===== src/rtl/stk_pipe_al_init_mb.sv =====
// Multi-bank memory initialiser: walks every line of each enabled bank, issuing per-bank
// write requests that hold until granted, filling with identity or linked-list data.
module stk_pipe_al_init_mb #(
    parameter int unsigned BANKS_N = 2,
    parameter int unsigned LINES_N = 256,
    parameter int unsigned MODE    = 0
) (
    input  logic                       clk,
    input  logic                       rst,
    input  logic                       i_init,
    input  logic [BANKS_N-1:0]         i_bank_en,
    input  logic [BANKS_N-1:0]         i_wr_rdy,
    output logic [BANKS_N-1:0]         o_init_wen_r,
    output logic [$clog2(LINES_N)-1:0] o_init_waddr_r,
    output logic [$clog2(LINES_N)-1:0] o_init_wdata_r,
    output logic                       o_busy_r,
    output logic                       o_done_r
);

    localparam int unsigned LINE_W = $clog2(LINES_N);
    localparam logic [LINE_W-1:0] ADDR_LAST = LINE_W'(LINES_N - 1);

    typedef enum logic [1:0] {StIdle, StPrep, StBusy, StDone} state_e;

    state_e              state_q, state_d;
    logic [BANKS_N-1:0]  mask_q, mask_d;
    logic [BANKS_N-1:0]  pend_q, pend_d;
    logic [BANKS_N-1:0]  pend_left;
    logic [LINE_W-1:0]   addr_q, addr_d;
    logic [LINE_W-1:0]   data_q, data_d;
    logic                busy_q, busy_d;
    logic                done_q, done_d;

    // pend_q doubles as the write-enable output, so it is kept zero outside BUSY.
    always_comb begin
        state_d   = state_q;
        mask_d    = mask_q;
        pend_d    = pend_q;
        addr_d    = addr_q;
        busy_d    = busy_q;
        done_d    = 1'b0;
        pend_left = pend_q & ~i_wr_rdy;

        if (i_init) begin
            state_d = StPrep;
            mask_d  = i_bank_en;
            pend_d  = '0;
            addr_d  = '0;
            busy_d  = 1'b1;
        end else begin
            unique case (state_q)
                StIdle: begin
                    pend_d = '0;
                    busy_d = 1'b0;
                end
                StPrep: begin
                    addr_d = '0;
                    pend_d = mask_q;
                    if (mask_q != '0) begin
                        state_d = StBusy;
                        busy_d  = 1'b1;
                    end else begin
                        state_d = StDone;
                        busy_d  = 1'b0;
                        done_d  = 1'b1;
                    end
                end
                StBusy: begin
                    if (pend_left != '0) begin
                        pend_d = pend_left;
                    end else if (addr_q != ADDR_LAST) begin
                        addr_d = addr_q + LINE_W'(1);
                        pend_d = mask_q;
                    end else begin
                        state_d = StDone;
                        pend_d  = '0;
                        busy_d  = 1'b0;
                        done_d  = 1'b1;
                    end
                end
                StDone: begin
                    state_d = StIdle;
                    pend_d  = '0;
                    busy_d  = 1'b0;
                end
                default: begin
                    state_d = StIdle;
                    pend_d  = '0;
                    busy_d  = 1'b0;
                end
            endcase
        end

        // Linked-list fill points each line at its successor; the last line wraps to 0.
        data_d = (MODE == 1) ? addr_d + LINE_W'(1) : addr_d;
    end

    always_ff @(posedge clk) begin
        if (rst) begin
            state_q <= StIdle;
            mask_q  <= '0;
            pend_q  <= '0;
            addr_q  <= '0;
            data_q  <= '0;
            busy_q  <= 1'b0;
            done_q  <= 1'b0;
        end else begin
            state_q <= state_d;
            mask_q  <= mask_d;
            pend_q  <= pend_d;
            addr_q  <= addr_d;
            data_q  <= data_d;
            busy_q  <= busy_d;
            done_q  <= done_d;
        end
    end

    assign o_init_wen_r   = pend_q;
    assign o_init_waddr_r = addr_q;
    assign o_init_wdata_r = data_q;
    assign o_busy_r       = busy_q;
    assign o_done_r       = done_q;

endmodule


===== config.mk =====
export PLATFORM = sky130hd
export DESIGN_NAME = stk_pipe_al_init_mb
export DESIGN_NICKNAME = d
export VERILOG_FILES = /design/src/rtl/stk_pipe_al_init_mb.sv
export SDC_FILE = /design/constraint.sdc
export NUM_CORES = 1
export LEC_CHECK = 0
export BUFFER_PORTS_ARGS = -buffer_cell sky130_fd_sc_hd__buf_2
export CAP_MARGIN = 40
export CORE_MARGIN = 3
export CORE_UTILIZATION = 25
export DETAILED_ROUTE_END_ITERATION = 8
export HOLD_SLACK_MARGIN = 0.08
export PLACE_DENSITY = 0.5
export SETUP_SLACK_MARGIN = 0.05
export SLEW_MARGIN = 40
export SYNTH_ARGS = -nofsm -noshare
export SYNTH_HDL_FRONTEND = slang
export SYNTH_SLANG_ARGS = --single-unit

===== constraint.sdc =====
create_clock -name clk -period 1.5 [get_ports clk]
set_input_delay 0.15 -clock clk [delete_from_list [all_inputs] [get_ports clk]]
set_output_delay 0.15 -clock clk [all_outputs]
set_load 0.01 [all_outputs]

==> metrics.yaml, run 1 <==
status:
  status: "finished with violations"
  violations: "negative setup slack"
synth:
  synth_fp_nets: 129
  synthMuxAreaShare_pct: 3.13
  synth_simple_gate_area_share_pct: 23.1
  synthFlopType: "dfxtp_1"
  synthXorXnorAreaFrac_pct: 0
  yosysSeqAreaShare_pct: 33.4
  synth-seq-cells: 16
  avgSynthCellArea_um2: 8.26
  syn_inst: 116
  synth-adder-area-share_pct: 7.83
  synth_top_family_by_area: "simple AND/OR/NAND/NOR gates"
  yosys_warnings: 0
  synth_area_um2: 958
  synth_compound_area_share_pct: 21.5
  synth_edf_count: 0
  synthDistinctLibCells: 33
  async_reset_ff_share_pct: 0
worst_setup_path:
  crit_slowest_cell: "or4_1"
  crit_arrival_ns: 1.71
  endpoint_kind: "flop"
  critical_path_class: "reg2reg"
  path_cells: "ha_4 > and4_4 > and2_4 > or4_1 > a21oi_1"
  critical_path.startpoint: "o_init_wdata_r[1]"
  r2r_start: "o_init_wdata_r[1]"
  rr_worst_depth: 5
  worstPathMaxFanout: 6
  rrSetupSlack_ns: -0.02
  critPathRequiredTime_ns: 1.69
  start_kind: "flop"
  rr_endpoint: "o_init_wdata_r[5]"
  max_stage_delay_ns: 0.46
floorplan:
  num_rows: 21
  start_util_pct: 27.2
  die_height_um: 67.9
  io_pins: 27
  core_area_um2: 3520
  chipWidth_um: 67.9
  fp.dieArea_um2: 4610
clock_tree:
  clock_sinks: 16
  cts_hold_buf: 0
  clkTransAtPathRegs_ns: 0.07
  clk_latency_ns: 0.25
  cts_tree: "done"
  htree_levels: 1
  clock-root-buffer: "clkbuf_8"
  cts_buffer_depth: 2
  cts_made_buffers: 3
pwr:
  pwr-share-clk_pct: 35.4
  ir_drop_v: 0.000281
  total_power_mw: 0.967
  p_per_area_nw_per_um2: 672
  seqPwrFrac_pct: 45.7
  intPower_mw: 0.714
  swShare_pct: 26.2
  combPwrFrac_pct: 18.9
  power.switching_mw: 0.253
  p_leak_nw: 0.656
routing:
  first_pass_iters: 4
  ant_nets: 0
  drc: 0
  drt_iter0_drc: 35
  wl_per_cell_um: 12.8
  via_count: 1000
  viasPerCell: 4.76
  wirelength_um: 2680
timing:
  finalClockSkew_ns: 0.00622
  fmax_mhz: 657
  slew_violations: 0
  fin_crit_sh_pct: 101
  whs_ns: 0.135
  setup_tns_ns: -0.0220
  tightest_slew_ns: 0.305
  fin_ws_ns: -0.0220
  post-route-min-period_ns: 1.52
  setup_viol: 1
  hold_violations: 0
  rsz0062_at_grt: "true"
  relSlewSlack_pct: 79.6
global_routing:
  grt_use_total_pct: 12.4
  grt_max_degree: 10
  first_global_vias: 940
  grt_antenna_before_repair: 0
  grt_first_pass_wirelength_um: 4280
  overflow: 0
placed_design:
  dpl_cell_area_um2: 1240
  routabilityCongestion: 0.874
  post-dp-hpwl_um: 1940
  portBuffers: 26
final_layout:
  multi_input_area_um2: 626
  n_fill_cell: 363
  post_route_cells_drive_above_1_share_pct: 50.0
  fin_area_um2: 1440
  final_util_pct: 40.9
  seq_area_um2: 330
  nNetsFinal: 178
  num_antenna_cells: 0
  syn_to_final_growth_pct: 50.3
worst_hold_path:
  hold-path-endpoint: "state_q[0]"
  hold_depth: 2
  hp-class: "in2reg"
  min-delay-start: "rst"
run:
  maxCapViolCount: 0
-- critical path, delay by kind of cell, from the launching register on --
family,cells,cell delay [ns]
simple gates,3,0.82
flops,1,0.36
fa+ha+maj,1,0.16
compound gates,1,0.13
-- layout by cell type (no fill, tap or decap), drive strengths merged, types with 2 or more instances in the layout --
master	n
clkbuf	4
mux2i	3
a21oi	7
nand2b	3
nand3	7
o32ai	2
o21ai	5
nand2	12
ha	6
inv	6
and4	2
dfxtp	16
a31oi	6
buf	56
and3	4
a21o	3
nor2	7
a311oi	3
-- power groups by stage --
stage | clock network [mW] | registers, mW | logic [mW]
floorplan | 0 | 0.455 | 0.0771
global placement | 0 | 0.451 | 0.146
detailed placement | 0 | 0.452 | 0.147
CTS | 0.354 | 0.442 | 0.156
global route | 0.368 | 0.443 | 0.206
finish | 0.342 | 0.442 | 0.183
-- cell usage after synthesis (2+ instances only) --
| library cell | instances | area [um^2] |
|---|---|---|
| dfxtp_1 | 16 | 320 |
| clkbuf_1 | 3 | 11.3 |
| a311oi_1 | 3 | 26.3 |
| ha_1 | 6 | 75.1 |
| a21oi_1 | 7 | 35.0 |
| nand2_1 | 12 | 45.0 |
| nand2b_1 | 3 | 18.8 |
| a31oi_1 | 6 | 37.5 |
| nor2_1 | 7 | 26.3 |
| nand3_1 | 7 | 35.0 |
| buf_4 | 8 | 60.1 |
| mux2i_1 | 3 | 30.0 |
| o32ai_1 | 2 | 17.5 |
| inv_1 | 6 | 22.5 |
| o21ai_0 | 5 | 25.0 |
| and3_1 | 3 | 18.8 |
| a21o_1 | 3 | 22.5 |
-- metal layers --
| metal | part of all wire [%] | track usage [%] | up-vias |
|---|---|---|---|
| met5 | 0 | 0 | - |
| met2 | 48 | 19.9 | 26 |
| met4 | 0.60 | 5.21 | 0 |
| li1 | - | - | 514 |
| met3 | 4.7 | 2.13 | 2 |
| met1 | 47 | 16.3 | 458 |
-- registers in the layout, indices dropped and copies added, names as in the netlist --
register        count
mask_q              2
o_busy_r            1
o_done_r            1
o_init_wdata_r      8
o_init_wen_r        2
state_q             2
-- metrics by stage --
| stage | instances | setup slack, ns |
|---|---|---|
| 3_3_place_gp | 196 | 0.0140 |
| 4_1_cts | 207 | 0.000649 |
| 2_1_floorplan | 116 | -0.0185 |
| 5_1_grt | 210 | -0.0758 |
| 6_report | 210 | -0.0220 |
| 3_5_place_dp | 196 | -0.0173 |
-- what timing repair did --
action	4_1_cts	5_1_grt
setup endpoints to repair	8	12
cloned	0	0
hold endpoints to repair	0	0
pin swaps	3	12
resized for setup	6	13
buffers inserted	7	3
-- cells by family (layout without fill, tap and decap cells) --
logic type	Yosys count	count (layout)
and+or+nand+nor	42	42
AOI/OAI and AO/OA	31	31
adders and majority gates	6	6
DFF	16	16
muxes	3	3
buffers and inverters	18	66
-- worst max path at each step --
stage	to	slack [ns]
after CTS	o_init_wdata_r[5]	0.0006
after global placement	o_init_wdata_r[5]	0.01
final	o_init_wdata_r[5]	-0.02
after detailed placement	o_init_wdata_r[5]	-0.02
after floorplan	o_init_wdata_r[5]	-0.02
after global routing	o_init_wdata_r[5]	-0.08
-- area by class of cell --
class	count	share of cell area, %
well taps	46	4.00
repair buffers	56	24.9
clock buffers	4	3.13
flip-flops and latches	16	22.9
multi-input cells	82	43.4
inverters	6	1.56
No activity file was read; power rests on OpenSTA's default activity.
==> run 2: changes to the inputs <==
SETUP_SLACK_MARGIN = 0.15   (was 0.05)
==> metrics.yaml, run 2 (synthesized netlist as in run 1, its figures left out) <==
status:
  status: "completed"
clock_tree:
  clkTransAtPathRegs_ns: 0.07  # about the same
  clk_latency_ns: 0.25  # about the same
  cts_buffer_depth: 2  # unchanged
  clock_sinks: 16  # unchanged
  clock-root-buffer: "clkbuf_8"
  htree_levels: 1  # unchanged
  cts_tree: "done"
  cts_made_buffers: 3  # unchanged
routing:
  first_pass_iters: 6  # +2
  wirelength_um: 2810  # +4.7%
  viasPerCell: 4.91  # +3.2%
  wl_per_cell_um: 13.4  # +4.7%
  drc: 0  # unchanged
  ant_nets: 0  # unchanged
  via_count: 1032  # +3.2%
  drt_iter0_drc: 107  # +210%
floorplan:
  core_area_um2: 3520  # unchanged
  fp.dieArea_um2: 4610  # unchanged
  chipWidth_um: 67.9  # unchanged
  num_rows: 21  # unchanged
  die_height_um: 67.9  # unchanged
  io_pins: 27  # unchanged
  start_util_pct: 27.2  # unchanged
final_layout:
  num_antenna_cells: 0  # unchanged
  largest_reg_flops: 8  # unchanged
  mostFrequentLayoutCell: "buf_2"
  syn_to_final_growth_pct: 59.7
  final_cell_mix: "buf_2, buf_4, dfxtp_1"
  post_route_cells_drive_above_1_share_pct: 56.1  # +6.1 points
  nNetsFinal: 178  # unchanged
placed_design:
  routabilityCongestion: 0.828  # -5.3%
  post-dp-hpwl_um: 1910  # -1.4%
  pre_cts_ws_ns: -0.0251  # -0.00782 ns
  portBuffers: 26  # unchanged
worst_setup_path:
  crit_arrival_ns: 1.64  # -0.07 ns
  worstPathMaxFanout: 3  # -3
  start_kind: "flop"
  critical_path_class: "reg2reg"
  endpoint_kind: "flop"
  critPathRequiredTime_ns: 1.65  # -0.04 ns
timing:
  whs_ns: 0.122  # -0.0130 ns
  fin_crit_sh_pct: 99.6  # -1.9 points
  relSlewSlack_pct: 78.0  # -1.6 points
  fin_ws_ns: 0.00589  # +0.0279 ns
  slew_violations: 0  # unchanged
  setup_tns_ns: 0  # +0.0220 ns
  setup_viol: 0  # -1
  rsz0062_at_grt: "true"
  post-route-min-period_ns: 1.49  # -0.0279 ns
  fmax_mhz: 669  # +1.9%
  finalClockSkew_ns: 0.00614  # -0.0000800 ns
  tightest_slew_ns: 0.329  # +0.0232 ns
  hold_violations: 0  # unchanged
global_routing:
  grt_max_degree: 10  # unchanged
  grt_first_pass_wirelength_um: 4280  # +0.14%
  first_global_vias: 929  # -1.2%
  grt_use_total_pct: 12.1  # -0.27 points
  grt_antenna_before_repair: 0  # unchanged
  overflow: 0  # unchanged
worst_hold_path:
  hp-class: "in2reg"
run:
  maxCapViolCount: 0  # unchanged
pwr:
  p_leak_nw: 0.702  # +6.9%
  total_power_mw: 0.979  # +1.2%
  p_per_area_nw_per_um2: 640  # -4.8%
  ir_drop_v: 0.000476  # +70%
run 2: cell counts in the layout (fill, tap and decap cells not counted):
No cell type changed its count.
run 2: critical path, stage by stage (launching register included):
cell      delay (ns)
dfxtp_4         0.36
ha_4            0.13
and4_4          0.25
buf_6           0.12
a41o_1          0.25
a21oi_1         0.09
a311oi_1        0.20
run 2: metal layers:
metal | vias up | part of all wire [%] | track usage (%) | wire [um]
li1 | 514 | - | - | -
met1 | 477 | 44 | 15.3 | 1230
met2 | 39 | 50 | 20.7 | 1410
met3 | 2 | 5.7 | 3.45 | 159
met4 | 0 | 0.43 | 2.23 | 12
met5 | - | 0 | 0 | 0
run 2: power by group:
group	total [mW]	switching, mW	leakage, nW	internal, mW
Sequential	0.443	0.00833	0.132	0.434
Clock	0.338	0.149	0.0228	0.188
Combinational	0.199	0.0989	0.547	0.100
run 2: stage by stage:
step	utilization [%]	cells	area, um^2
2_1_floorplan	-	116	986
3_3_place_gp	34.8	194	1220
3_5_place_dp	34.8	194	1220
4_1_cts	39.3	206	1390
5_1_grt	43.5	210	1530
6_report	43.5	210	1530
run 2: final cells by class:
type | instances | area (um^2)
clock buffer | 4 | 45.0
sequential | 16 | 330
tap | 46 | 57.6
timing repair buffer | 56 | 378
inverter | 6 | 22.5
multi-input combinational | 82 | 697
fill | 359 | 1990
run 2: path summary, 6_finish.rpt:
check | startpoint | end | slack, ns | cells after the start
min reg2reg | mask_q[0] | o_init_wen_r[0] | 0.49 | 2
max | o_init_wdata_r[0] | state_q[1] | 0.006 | 6
max reg2reg | o_init_wdata_r[0] | state_q[1] | 0.006 | 6
min | rst | state_q[0] | 0.12 | 2
run 2: what timing repair did:
action / in CTS / in global routing
hold buffers: 0 / 0
pin swaps: 15 / 12
endpoints found under the hold margin: 0 / 0
gates resized for setup: 14 / 23
setup endpoints to repair: 14 / 13
buffers inserted: 8 / 4
